File: src/rtl/lane_op_pkg.sv
// Shared types for the lane operation sequencer.
// State encoding, lane/flag widths and the captured result word.
package lane_op_pkg;

  localparam int LANES  = 4;
  localparam int FLAG_W = 4;

  typedef enum logic [2:0] {
    S_IDLE,
    S_DRIVE,
    S_SETTLE,
    S_CAPTURE,
    S_HOLD
  } state_t;

  typedef struct packed {
    logic [LANES-1:0]  sum;
    logic [FLAG_W-1:0] flag;
  } res_t;

endpackage

File: src/rtl/lane_op_sequencer_rsp_fifo2.sv
// rsp_fifo2: 2-entry in-order response FIFO, push+pop legal at full.
// Ports: i_push/i_data write, i_ready consumes head, o_valid/o_data head
// (zero when empty), o_count occupancy, o_pop = head consumed this cycle.
module rsp_fifo2 #(
  parameter int W = 12
) (
  input  logic         clk,
  input  logic         rst,
  input  logic         i_push,
  input  logic [W-1:0] i_data,
  input  logic         i_ready,
  output logic         o_valid,
  output logic [W-1:0] o_data,
  output logic [1:0]   o_count,
  output logic         o_pop
);

  logic [W-1:0] r_mem [2];
  logic         r_rd;
  logic         r_wr;
  logic [1:0]   r_cnt;
  logic         w_push;

  assign o_pop   = (r_cnt != 2'd0) & i_ready;
  assign w_push  = i_push & ((r_cnt != 2'd2) | o_pop);
  assign o_valid = (r_cnt != 2'd0);
  assign o_data  = o_valid ? r_mem[r_rd] : '0;
  assign o_count = r_cnt;

  always_ff @(posedge clk) begin
    if (rst) begin
      r_rd     <= 1'b0;
      r_wr     <= 1'b0;
      r_cnt    <= 2'd0;
      r_mem[0] <= '0;
      r_mem[1] <= '0;
    end else begin
      if (w_push) begin
        r_mem[r_wr] <= i_data;
        r_wr        <= ~r_wr;
      end
      if (o_pop)
        r_rd <= ~r_rd;
      r_cnt <= r_cnt + 2'(w_push) - 2'(o_pop);
    end
  end

endmodule

File: src/rtl/lane_op_sequencer.sv
// lane_op_sequencer: drives registered operands to a combinational lane
// unit, waits SETTLE_CYC cycles, captures result/flags and returns them
// tagged through a 2-entry response buffer.
// Ports: cmd_* valid/ready command in, op_* registered unit pins,
// res_* unit results in, rsp_* valid/ready tagged response out, busy.
module lane_op_sequencer
  import lane_op_pkg::*;
#(
  parameter int SETTLE_CYC = 2,
  parameter int TAG_W      = 4
) (
  input  logic             clk,
  input  logic             rst,
  input  logic             cmd_valid,
  output logic             cmd_ready,
  input  logic [3:0]       cmd_a,
  input  logic [3:0]       cmd_b,
  input  logic [3:0]       cmd_sel,
  input  logic             cmd_cin,
  input  logic             cmd_en,
  output logic [3:0]       op_a,
  output logic [3:0]       op_b,
  output logic [3:0]       op_sel,
  output logic             op_cin,
  output logic             op_en,
  input  logic [3:0]       res_sum,
  input  logic [3:0]       res_flag,
  output logic             rsp_valid,
  input  logic             rsp_ready,
  output logic [3:0]       rsp_sum,
  output logic [3:0]       rsp_flag,
  output logic [TAG_W-1:0] rsp_tag,
  output logic             busy
);

  localparam int DW = LANES + FLAG_W + TAG_W;

  state_t           r_state;
  logic [3:0]       r_cnt;
  logic [TAG_W-1:0] r_tag;
  logic [3:0]       r_op_a;
  logic [3:0]       r_op_b;
  logic [3:0]       r_op_sel;
  logic             r_op_cin;
  logic             r_op_en;
  logic             r_pend;
  logic             r_live;
  logic [DW-1:0]    r_stage;

  logic [1:0]       w_fcnt;
  logic             w_pop;
  logic             w_can;
  logic             w_cap;
  logic             w_push;
  logic             w_accept;
  logic [DW-1:0]    w_pdata;
  logic [DW-1:0]    w_head;
  res_t             w_res;
  res_t             w_rsp;

  assign w_res    = '{sum: res_sum, flag: res_flag};
  // A slot is free now, or the head leaves in this same cycle.
  assign w_can    = (w_fcnt != 2'd2) | w_pop;
  assign w_cap    = (r_state == S_SETTLE) && (r_cnt == 4'd0);
  assign w_push   = w_can & (w_cap | r_pend);
  assign w_pdata  = r_pend ? r_stage : {w_res, r_tag};
  // r_live keeps cmd_ready low while rst is held.
  assign cmd_ready = r_live & (r_state == S_IDLE) & (w_fcnt != 2'd2);
  assign w_accept = cmd_valid & cmd_ready;

  rsp_fifo2 #(.W(DW)) u_fifo (
    .clk     (clk),
    .rst     (rst),
    .i_push  (w_push),
    .i_data  (w_pdata),
    .i_ready (rsp_ready),
    .o_valid (rsp_valid),
    .o_data  (w_head),
    .o_count (w_fcnt),
    .o_pop   (w_pop)
  );

  assign w_rsp    = res_t'(w_head[DW-1:TAG_W]);
  assign rsp_sum  = w_rsp.sum;
  assign rsp_flag = w_rsp.flag;
  assign rsp_tag  = w_head[TAG_W-1:0];

  assign op_a   = r_op_a;
  assign op_b   = r_op_b;
  assign op_sel = r_op_sel;
  assign op_cin = r_op_cin;
  assign op_en  = r_op_en;
  assign busy   = (r_state != S_IDLE);

  always_ff @(posedge clk) begin
    if (rst) begin
      r_state  <= S_IDLE;
      r_cnt    <= 4'd0;
      r_tag    <= '0;
      r_op_a   <= 4'd0;
      r_op_b   <= 4'd0;
      r_op_sel <= 4'd0;
      r_op_cin <= 1'b0;
      r_op_en  <= 1'b0;
      r_pend   <= 1'b0;
      r_live   <= 1'b0;
      r_stage  <= '0;
    end else begin
      r_live <= 1'b1;
      unique case (r_state)
        S_IDLE: begin
          if (w_accept) begin
            r_op_a   <= cmd_a;
            r_op_b   <= cmd_b;
            r_op_sel <= cmd_sel;
            r_op_cin <= cmd_cin;
            r_op_en  <= cmd_en;
            r_state  <= S_DRIVE;
          end
        end
        S_DRIVE: begin
          r_cnt   <= 4'(SETTLE_CYC - 1);
          r_state <= S_SETTLE;
        end
        S_SETTLE: begin
          if (r_cnt == 4'd0) begin
            // Sample results now; stage them if the buffer is full.
            r_tag   <= r_tag + 1'b1;
            r_state <= S_CAPTURE;
            if (!w_can) begin
              r_pend  <= 1'b1;
              r_stage <= {w_res, r_tag};
            end
          end else begin
            r_cnt <= r_cnt - 4'd1;
          end
        end
        S_CAPTURE: begin
          if (r_pend && !w_can)
            r_state <= S_HOLD;
          else begin
            r_pend  <= 1'b0;
            r_state <= S_IDLE;
          end
        end
        S_HOLD: begin
          if (w_can) begin
            r_pend  <= 1'b0;
            r_state <= S_IDLE;
          end
        end
        default: r_state <= S_IDLE;
      endcase
    end
  end

endmodule

File: config.mk
export PLATFORM = sky130hd
export DESIGN_NAME = lane_op_sequencer
export DESIGN_NICKNAME = d
export VERILOG_FILES = /design/src/rtl/lane_op_pkg.sv /design/src/rtl/lane_op_sequencer_rsp_fifo2.sv /design/src/rtl/lane_op_sequencer.sv
export SDC_FILE = /design/constraint.sdc
export NUM_CORES = 1
export LEC_CHECK = 0
export BUFFER_PORTS_ARGS = -buffer_cell sky130_fd_sc_hd__buf_2
export CORE_UTILIZATION = 55
export DETAILED_ROUTE_END_ITERATION = 10
export MAX_ROUTING_LAYER = met4
export PLACE_DENSITY = 0.79
export SLEW_MARGIN = 25
export SYNTH_ARGS = -nofsm -noshare
export SYNTH_HDL_FRONTEND = slang
export SYNTH_SLANG_ARGS = --single-unit
File: constraint.sdc
create_clock -name clk -period 4 [get_ports clk]
set_input_delay 0.4 -clock clk [delete_from_list [all_inputs] [get_ports clk]]
set_output_delay 0.4 -clock clk [all_outputs]
set_load 0.05 [all_outputs]
======== After elaboration in Yosys (flattened, before gate mapping) ========
Memory sizes are Yosys's and may differ from the RTL's. A register that Yosys moved wholly into a read port is not among the register bits.
Cells that the tools add are included.
storage, ports and cells
  register bits ........................... 43
  RAM bits ................................ 24
  output and inout bits ................... 29
  word-level logic and storage cells ...... 82
  memories kept ........................... 1
memory list
  name          depth  width  read ports  clocked after Yosys merged registers in  write ports  RTL line                           source
  u_fifo.r_mem  2      12     1           1                                        2            lane_op_sequencer_rsp_fifo2.sv:18  logic [W-1:0] r_mem [2];
operators by class
  add/sub/neg operators ................... 4
  equal/unequal tests ..................... 11
  multiplexer cells ....................... 25
  bitwise operators ....................... 11
  reductions and logical operators ........ 16
operators by type and width
  kind                                                                count
  12-bit 2-to-1 mux                                                   3
  3-bit case mux with 5 select lines                                  1
  1-bit 2-to-1 mux                                                    14
  3-bit 2-to-1 mux                                                    4
  2-bit != test, second input constant                                6
  12-bit OR reduction                                                 1
  4-bit case mux with 2 select lines                                  1
  1-bit bitwise AND                                                   6
  3-bit by 2-bit == test with 1-bit output, second input constant     2
  2-bit AND reduction                                                 3
  3-bit AND reduction                                                 2
  3-bit nonzero test                                                  2
  5-bit AND reduction                                                 1
  4-bit by 1-bit adder with 4-bit output, second input constant       1
  4-bit logical NOT                                                   1
  4-bit 2-to-1 mux                                                    1
  2-bit nonzero test                                                  2
  4-bit by 1-bit subtractor with 4-bit output, second input constant  1
  3-bit by 1-bit == test with 1-bit output, second input constant     1
  3-bit == test, second input constant                                1
  3-bit logical NOT                                                   1
  1-bit NOT                                                           3
  1-bit case mux with 3 select lines                                  1
  2-bit by 1-bit adder with 2-bit output                              1
  other kinds (5)                                                     7

======== Longest topological paths before layout ========
Gate-level depths: netlist of run 1.
  depth after elaboration ................. 10
  mapped depth ............................ 8

======== By module ========
From an unflattened synthesis of run 1, not the netlist that was laid out.
second synthesis, totals
  cell total of the unflattened synthesis .. 325
  area, all modules ....................... 3,352.0 um^2
by module, submodules not included
  module             instances  cells each  area an instance (um^2)
  lane_op_sequencer  1          218         1,965.6
  rsp_fifo2          1          107         1,386.3

======== Worst setup path before layout of run 1 ========
Ideal clock, no wire load.
  kind .................................... flip-flop to flip-flop
  start point ............................. register r_cnt[0]
  end point ............................... memory u_fifo.r_mem[1][0] (enable)
  library setup time ...................... 0.400 ns
  data arrival time ....................... 2.060 ns
  slack ................................... 1.540 ns
  cell stages (with the launch flop) ...... 7
  buffers on the path ..................... 1
  period minus slack after synthesis ...... 2.460 ns
  cell sequence ........................... dfxtp_1 -> inv_1 -> ha_1 -> nor3b_1 -> buf_2 -> a21oi_2 -> o31ai_1
RTL lines
  what                    RTL line                           source
  from (decl)             lane_op_sequencer.sv:39            logic [3:0] r_cnt;
  from (signal assigned)  lane_op_sequencer.sv:122           r_cnt <= 4'(SETTLE_CYC - 1);
  from (signal assigned)  lane_op_sequencer.sv:135           r_cnt <= r_cnt - 4'd1;
  to (decl)               lane_op_sequencer_rsp_fifo2.sv:18

======== Worst setup path after layout of run 1 ========
  start point ............................. register u_fifo.r_cnt[0] (netlist: u_fifo.o_count[0])
  end point ............................... register u_fifo.r_cnt[1] (netlist: u_fifo.o_count[1])
between the ends
  longest elaborated chain between the ends .. 7
  elaborated cells between the ends (all ways) .. 8
  classes of those cells .................. add/sub: 2; eq/ne: 1; bitwise: 4; reduce/logical: 1
RTL lines
  what                                             RTL line                                                    source
  from (decl)                                      lane_op_sequencer_rsp_fifo2.sv:21                           logic [1:0] r_cnt;
  from (signal assigned)                           lane_op_sequencer_rsp_fifo2.sv:44                           r_cnt <= r_cnt + 2'(w_push) - 2'(o_pop);
  2-bit nonzero test (*)                           lane_op_sequencer_rsp_fifo2.sv:24                           assign o_pop = (r_cnt != 2'd0) & i_ready;
  1-bit bitwise AND (*)                            lane_op_sequencer_rsp_fifo2.sv:24
  via u_fifo.o_pop                                 lane_op_sequencer_rsp_fifo2.sv:15                           output logic o_pop
  1-bit OR                                         lane_op_sequencer_rsp_fifo2.sv:25, lane_op_sequencer.sv:63
  1-bit bitwise AND                                lane_op_sequencer.sv:65                                     assign w_push = w_can & (w_cap | r_pend);
  1-bit bitwise AND                                lane_op_sequencer_rsp_fifo2.sv:25                           assign w_push = i_push & ((r_cnt != 2'd2) | o_pop);
  2-bit by 1-bit adder with 2-bit output           lane_op_sequencer_rsp_fifo2.sv:44
  2-bit by 1-bit subtractor with 2-bit output (*)  lane_op_sequencer_rsp_fifo2.sv:44
The timed path passes the listed nets; every way through them passes the cells marked *.
A chain may end at the register's enable or synchronous reset.

==> summary.md, run 1 <==
| Metric | Value |
|---|---|
| Status | `completed` |
| Routed Antenna Nets | `0` |
| # rows | `26` |
| Placed instance area | `0.003322 mm²` |
| First-pass GRT wire length | `9211 µm` |
| Syn_area_per_cell | `10.09 µm²` |
| CP max FO | `14` |
| Fin crit share | `60.58%` |
| Critical Path Stages | `6` |
| N_diodes | `0` |
| Req. time, crit path | `4.25 ns` |
| Die X | `76.44 µm` |
| Fin Clk Skew | `0.006617 ns` |
| Critical-path cell list | `nor2_1 > nor2b_1 > ha_1 > or2_2 > or4_1 > o21ai_0` |
| Most frequent cells in the layout | `73 x nor2_1, 54 x buf_2, 44 x dfxtp_1, 39 x mux2i_1, 24 x edfxtp_1` |
| Wire per inst | `12.92 µm` |
| Setup crit start kind | `flip-flop` |
| Slowest CP cell | `nor2_1` |
| Pre-CTS setup slack | `1.554 ns` |
| Largest area contributor in the netlist | `dfxtp_1` |
| Yosys reg bits | `68` |
| Syn Inst Count | `302` |
| Final Hold Vio Count | `0` |
| Initial antenna violation count | `0` |
| Initial DRC count | `95` |
| Die area | `0.005843 mm²` |
| CTS tree | `done` |
| Pwr/cell area | `558.2 mW/mm²` |
| DRC viols | `0` |
| Synth Warn # | `0` |
| Slew headroom | `40.97%` |
| Largest net degree at the start of global routing | `46` |
| Grt ovf | `0` |
| Number of I/O pins | `55` |
| Critical path launch point | `u_fifo.o_count[0]` |
| Min-delay src | `cmd_sel[0]` |
| H-tree depth | `3` |
| Cell variety after synth | `45` |
| Synth top area share | `28.90%` |
| Post-CTS Setup Bufs | `0` |
| Fmax | `412.7 MHz` |
| Final #Nets | `378` |
| RSZ-0062 raised after global routing | `no` |
| Fin. max-slew vios | `0` |
| Hold Crit Class | `in2reg` |
| Most common cell after layout, fill and taps aside | `nor2_1` |
| Cell area after layout | `0.003528 mm²` |
| Max Cap Viol | `0` |
| Ranking of synthesized cells by area | `dfxtp_1 29%, edfxtp_1 24%, mux2i_1 13%` |
| Filler cells | `399` |
| Number of global-route vias before repair | `2030` |
| Worst Path Arrival | `2.68 ns` |
| Clock tree root buffer cell | `clkbuf_8` |
| Reg-to-Reg Start | `u_fifo.o_count[0]` |
| Max VDD drop | `320.8 µV` |
| Gp weighted congestion | `0.7590` |
| Initial Utilization | `58.19%` |
| # port buffers | `54` |
| Hold Crit Depth | `3` |
| Leak | `1.565 nW` |
| CTS sink cnt | `68` |
| Height of the chip | `76.44 µm` |
| Max incr delay on CP | `0.66 ns` |
| Tightest Pin Transition | `0.8843 ns` |
| Clock latency on the worst-skew pair | `0.33 ns` |
| Final setup violation count | `0` |
| Detailed Route WL | `5476 µm` |
| Clock transition at the registers of the reported paths | `0.07 ns` |
| Sum of negative setup slack | `0 ns` |
| Cell family with most CP delay | `simple AND/OR/NAND/NOR gates` |
| Register area share after synthesis | `52.55%` |
| Buf/Inv on CP | `0` |
| Max clock buf depth | `2` |
| Syn Nets | `331` |
| Total track usage | `20.54%` |
| DRT Pass-1 Iters | `4` |
| Share of cells above drive strength 1 | `21.75%` |
| Mapped Area | `0.003048 mm²` |
| Kind of critical path | `reg2reg` |
| Post-CTS sizing | `0` |
| Setup crit end kind | `flip-flop` |
| Hold buffer count at cts | `0` |
| Period minus WS final | `2.423 ns` |
| Depth of the worst register-to-register path | `6` |
| Vias/cell | `5.309` |
| Via Count | `2251` |
| Layout area overhead | `15.76%` |
| DP HPWL | `3626 µm` |
| Total CTS buffers | `9` |
| Final setup margin | `1.577 ns` |
| Core area | `0.005238 mm²` |
==> worst min-delay path: stages <==
cell     delay [ns]
buf_2          0.07
mux2i_1        0.05
nor2_1         0.07
==> state kept, by name (all words and copies together), names as in the netlist, 2 cells and up, named ones only <==
| signal | cells |
|---|---|
| op_sel | 4 |
| r_cnt | 4 |
| op_a | 4 |
| u_fifo.o_count | 2 |
| op_b | 4 |
| r_stage | 12 |
| r_tag | 4 |
| r_state | 3 |
| u_fifo.r_mem | 24 |
==> metal layers <==
metal / wire (µm) / GRT usage (%) / vias to the layer above
met4: 38 / 9.808 / 0
met3: 228 / 3.593 / 4
met2: 2665 / 32.70 / 68
met1: 2544 / 25.37 / 1044
met5: 0 / - / -
li1: - / - / 1135
==> Yosys cell counts, drive strengths merged <==
library cell	instances
a2111oi	2
a21boi	1
a21oi	5
a221oi	1
a22oi	11
a32o	1
and2	2
and3	1
and4b	1
buf	13
clkbuf	7
dfxtp	44
edfxtp	24
ha	3
inv	9
mux2	2
mux2i	39
nand2	12
nand2b	1
nand3	4
nand4	2
nor2	73
nor2b	14
nor3	3
nor3b	4
nor4	1
o21a	1
o21ai	7
o221ai	1
o22ai	1
o31ai	1
o32ai	1
or2	1
or3	1
or4	1
xnor2	4
xor2	3
==> where the power goes <==
group          internal, W  total [W]  switching (W)
Sequential        0.000785   0.000856      0.0000710
Clock             0.000341   0.000579       0.000238
Combinational     0.000179   0.000535       0.000355
==> logic make-up (layout without fill, tap and decap cells) <==
family                   after synthesis  in the layout  share of synthesized area (%)
AND/OR/NAND/NOR                      121            121                          18.80
XOR/XNOR                               7              7                          2.012
buffers and inverters                 29             81                          4.351
flip-flops                            68             68                          52.54
adder cells (fa/ha/maj)                3              3                          1.232
multiplexers                          41             41                          13.55
AO/OA/AOI/OAI                         33             33                          7.513
==> path summary, 6_finish.rpt <==
| path | to | slack [ns] |
|---|---|---|
| max | u_fifo.o_count[1] | 1.58 |
| min | op_sel[0] | 0.31 |
| max reg2reg | u_fifo.o_count[1] | 1.58 |
| min reg2reg | op_b[3] | 0.49 |
==> final cells by class <==
type                       count  area [µm²]  share of cell area (%)
sequential                    68        1602                   45.39
multi-input combinational    205        1314                   37.23
timing repair buffer          56       285.3                   8.085
clock buffer                  15       176.4                   5.000
tap                           70       87.58                   2.482
inverter                       9       33.78                  0.9574
clock inverter                 1       30.03                  0.8511
==> per-stage QoR <==
stage	cells	utilization, %	hold WS (ns)	power (W)
global route	424	67.37	0.2959	0.002063
detailed placement	408	63.43	0.4838	0.001406
CTS	424	67.37	0.2911	0.001985
floorplan	302	-	0.4637	0.001297
finish	424	67.37	0.3061	0.001970
global placement	408	63.43	0.4695	0.001394
(Power assumes the default switching activity.)
==> run 2, diff against run 1 <==
Clock period 4 ns to 2.41 ns, I/O delays scaled along.
==> run 2 against run 1 <==
Net effect:
- setup slack worse by 1.3 ns
- power up 64%
- final cell count up 2.4%
- critical path type unchanged
- largest power group unchanged
- highest routed layer unchanged
==> summary.md, run 2 (synthesis results as in run 1) <==
| Metric | Value |
|---|---|
| Status | `completed` |
| Height of the chip | `76.44 µm (unchanged)` |
| Slew headroom | `51.96% (+11 points)` |
| Fmax | `477.6 MHz (+16%)` |
| Final setup violation count | `0 (unchanged)` |
| Slowest CP cell | `nand2_1` |
| CTS tree | `done` |
| Clock latency on the worst-skew pair | `0.33 ns (about the same)` |
| Final #Nets | `388 (+2.6%)` |
| Total CTS buffers | `9 (unchanged)` |
| Critical-path cell list | `inv_1 > ha_1 > nor3b_2 > a21oi_2 > or3_1 > nand2_1` |
| # rows | `26 (unchanged)` |
| H-tree depth | `3 (unchanged)` |
| Placed instance area | `0.003402 mm² (+2.4%)` |
| Final Hold Vio Count | `0 (unchanged)` |
| Max incr delay on CP | `0.39 ns (-0.27 ns)` |
| N_diodes | `0 (unchanged)` |
| Req. time, crit path | `2.38 ns (-1.87 ns)` |
| Number of I/O pins | `55 (unchanged)` |
| Detailed Route WL | `5562 µm (+1.6%)` |
| # port buffers | `54 (unchanged)` |
| Fin Clk Skew | `0.003759 ns (-0.002858 ns)` |
| Worst Path Arrival | `2.07 ns (-0.61 ns)` |
| Max VDD drop | `581.0 µV (+81%)` |
| DRT Pass-1 Iters | `5 (+1)` |
| Clock transition at the registers of the reported paths | `0.07 ns (about the same)` |
| Total track usage | `20.68% (+0.14 points)` |
| Core area | `0.005238 mm² (unchanged)` |
| Initial DRC count | `120 (+26%)` |
| DRC viols | `0 (unchanged)` |
| Largest reg by FF count | `u_fifo.r_mem` |
| Initial Utilization | `58.19% (unchanged)` |
| CP max FO | `12 (-2)` |
| Tightest Pin Transition | `0.7197 ns (-0.1646 ns)` |
| Hold Crit Class | `in2reg` |
| RSZ-0062 raised after global routing | `no` |
| Sum of negative setup slack | `0 ns (unchanged)` |
| Fin crit share | `86.89% (+26 points)` |
| Fin. max-slew vios | `0 (unchanged)` |
| Die X | `76.44 µm (unchanged)` |
| Leak | `1.604 nW (+2.5%)` |
| Initial antenna violation count | `0 (unchanged)` |
| Wire per inst | `12.82 µm (-0.77%)` |
| Layout area overhead | `18.02%` |
| Routed Antenna Nets | `0 (unchanged)` |
| Clock tree root buffer cell | `clkbuf_8` |
| Cell area after layout | `0.003597 mm² (+2.0%)` |
| Period minus WS final | `2.094 ns (-0.3292 ns)` |
| CTS sink cnt | `68 (unchanged)` |
| Post-CTS Setup Bufs | `0 (unchanged)` |
| Share of cells above drive strength 1 | `24.73% (+3.0 points)` |
| Largest net degree at the start of global routing | `28 (-39%)` |
| Via Count | `2259 (+0.36%)` |
| DP HPWL | `3831 µm (+5.7%)` |
| Max clock buf depth | `2 (unchanged)` |
| Setup crit end kind | `flip-flop` |
| Vias/cell | `5.205 (-2.0%)` |
| First-pass GRT wire length | `9128 µm (-0.90%)` |
| Most frequent cells in the layout | `73 x nor2_1, 54 x buf_2, 44 x dfxtp_1, 39 x mux2i_1, 24 x edfxtp_1` |
| Setup crit start kind | `flip-flop` |
| Biggest regs | `u_fifo.r_mem: 24 flops, r_stage: 12 flops` |
| Filler cells | `414 (+3.8%)` |
| Most common cell after layout, fill and taps aside | `nor2_1` |
| Grt ovf | `0 (unchanged)` |
| Kind of critical path | `reg2reg` |
| Gp weighted congestion | `0.8402 (+11%)` |
| Cell family with most CP delay | `simple AND/OR/NAND/NOR gates` |
| Max FFs per register | `24 (unchanged)` |
| Pwr/cell area | `900.1 mW/mm² (+61%)` |
| Max Cap Viol | `0 (unchanged)` |
| Buf/Inv on CP | `1 (+1)` |
| Number of global-route vias before repair | `2013 (-0.84%)` |
| Die area | `0.005843 mm² (unchanged)` |
[run 2: cell count changes in the layout (fill, tap and decap cells not counted)]
cell,delta
clkbuf_8,-3
clkinv_1,+2
o31ai_2,+1
clkbuf_1,-3
buf_4,+10
o31ai_1,-1
nor3b_1,-1
clkinvlp_4,+2
inv_6,+1
clkinv_2,+1
nor3b_2,+1
[run 2: through the flow]
stage          instances  power, W  setup WS, ns  hold WS (ns)  util (%)
6_report             434  0.003238        0.3160        0.1402     68.68
5_1_grt              434  0.003388        0.1257        0.1266     68.68
4_1_cts              434  0.003256        0.1572        0.1246     68.59
3_5_place_dp         418  0.002365        0.1804        0.4776     64.95
3_3_place_gp         418  0.002344        0.2096        0.4681     64.95
2_1_floorplan        302  0.002154        0.3196        0.3325         -
[run 2: where the power goes]
group	internal (W)	total [W]	switching [W]
clock network	0.000472	0.000897	0.000425
logic	0.000325	0.000939	0.000614
registers	0.00130	0.00140	0.0000996
[run 2: layout make-up]
| class | count | area, µm² | area share, % |
|---|---|---|---|
| clock buffer | 9 | 123.9 | 3.443 |
| clock inverter | 7 | 66.31 | 1.843 |
| timing repair buffer | 66 | 360.3 | 10.02 |
| inverter | 9 | 33.78 | 0.9391 |
| sequential | 68 | 1602 | 44.52 |
| multi-input combinational | 205 | 1324 | 36.80 |
| tap | 70 | 87.58 | 2.435 |
[run 2: final timing paths]
kind | cells after the start | slack (ns) | endpoint | from
setup / recovery | 6 | 0.32 | u_fifo.r_mem[0][5] | r_cnt[0]
hold / removal | 3 | 0.14 | op_en | cmd_en
setup reg to reg | 6 | 0.32 | u_fifo.r_mem[0][5] | r_cnt[0]
hold reg to reg | 2 | 0.49 | op_b[1] | op_b[1]
[run 2: what timing repair did]
action / in CTS / in global routing
gates resized for setup: 0 / 1
hold buffers: 0 / 0
endpoints found under the setup margin: 0 / 34
[run 2: worst register-to-register path: cells and delay by family (launching register included)]
family | cells | cell delay, ns
simple gates | 3 | 1.01
flops | 1 | 0.33
fa+ha+maj | 1 | 0.21
buf+inv | 1 | 0.09
compound gates | 1 | 0.09
[run 2: routing by layer]
metal  GRT usage, %  wire (µm)  up-vias
met1          26.01       2551     1033
met5              -          0        -
met4          10.19         42        0
met3          4.431        271        4
li1               -          -     1151
met2          31.62       2696       71
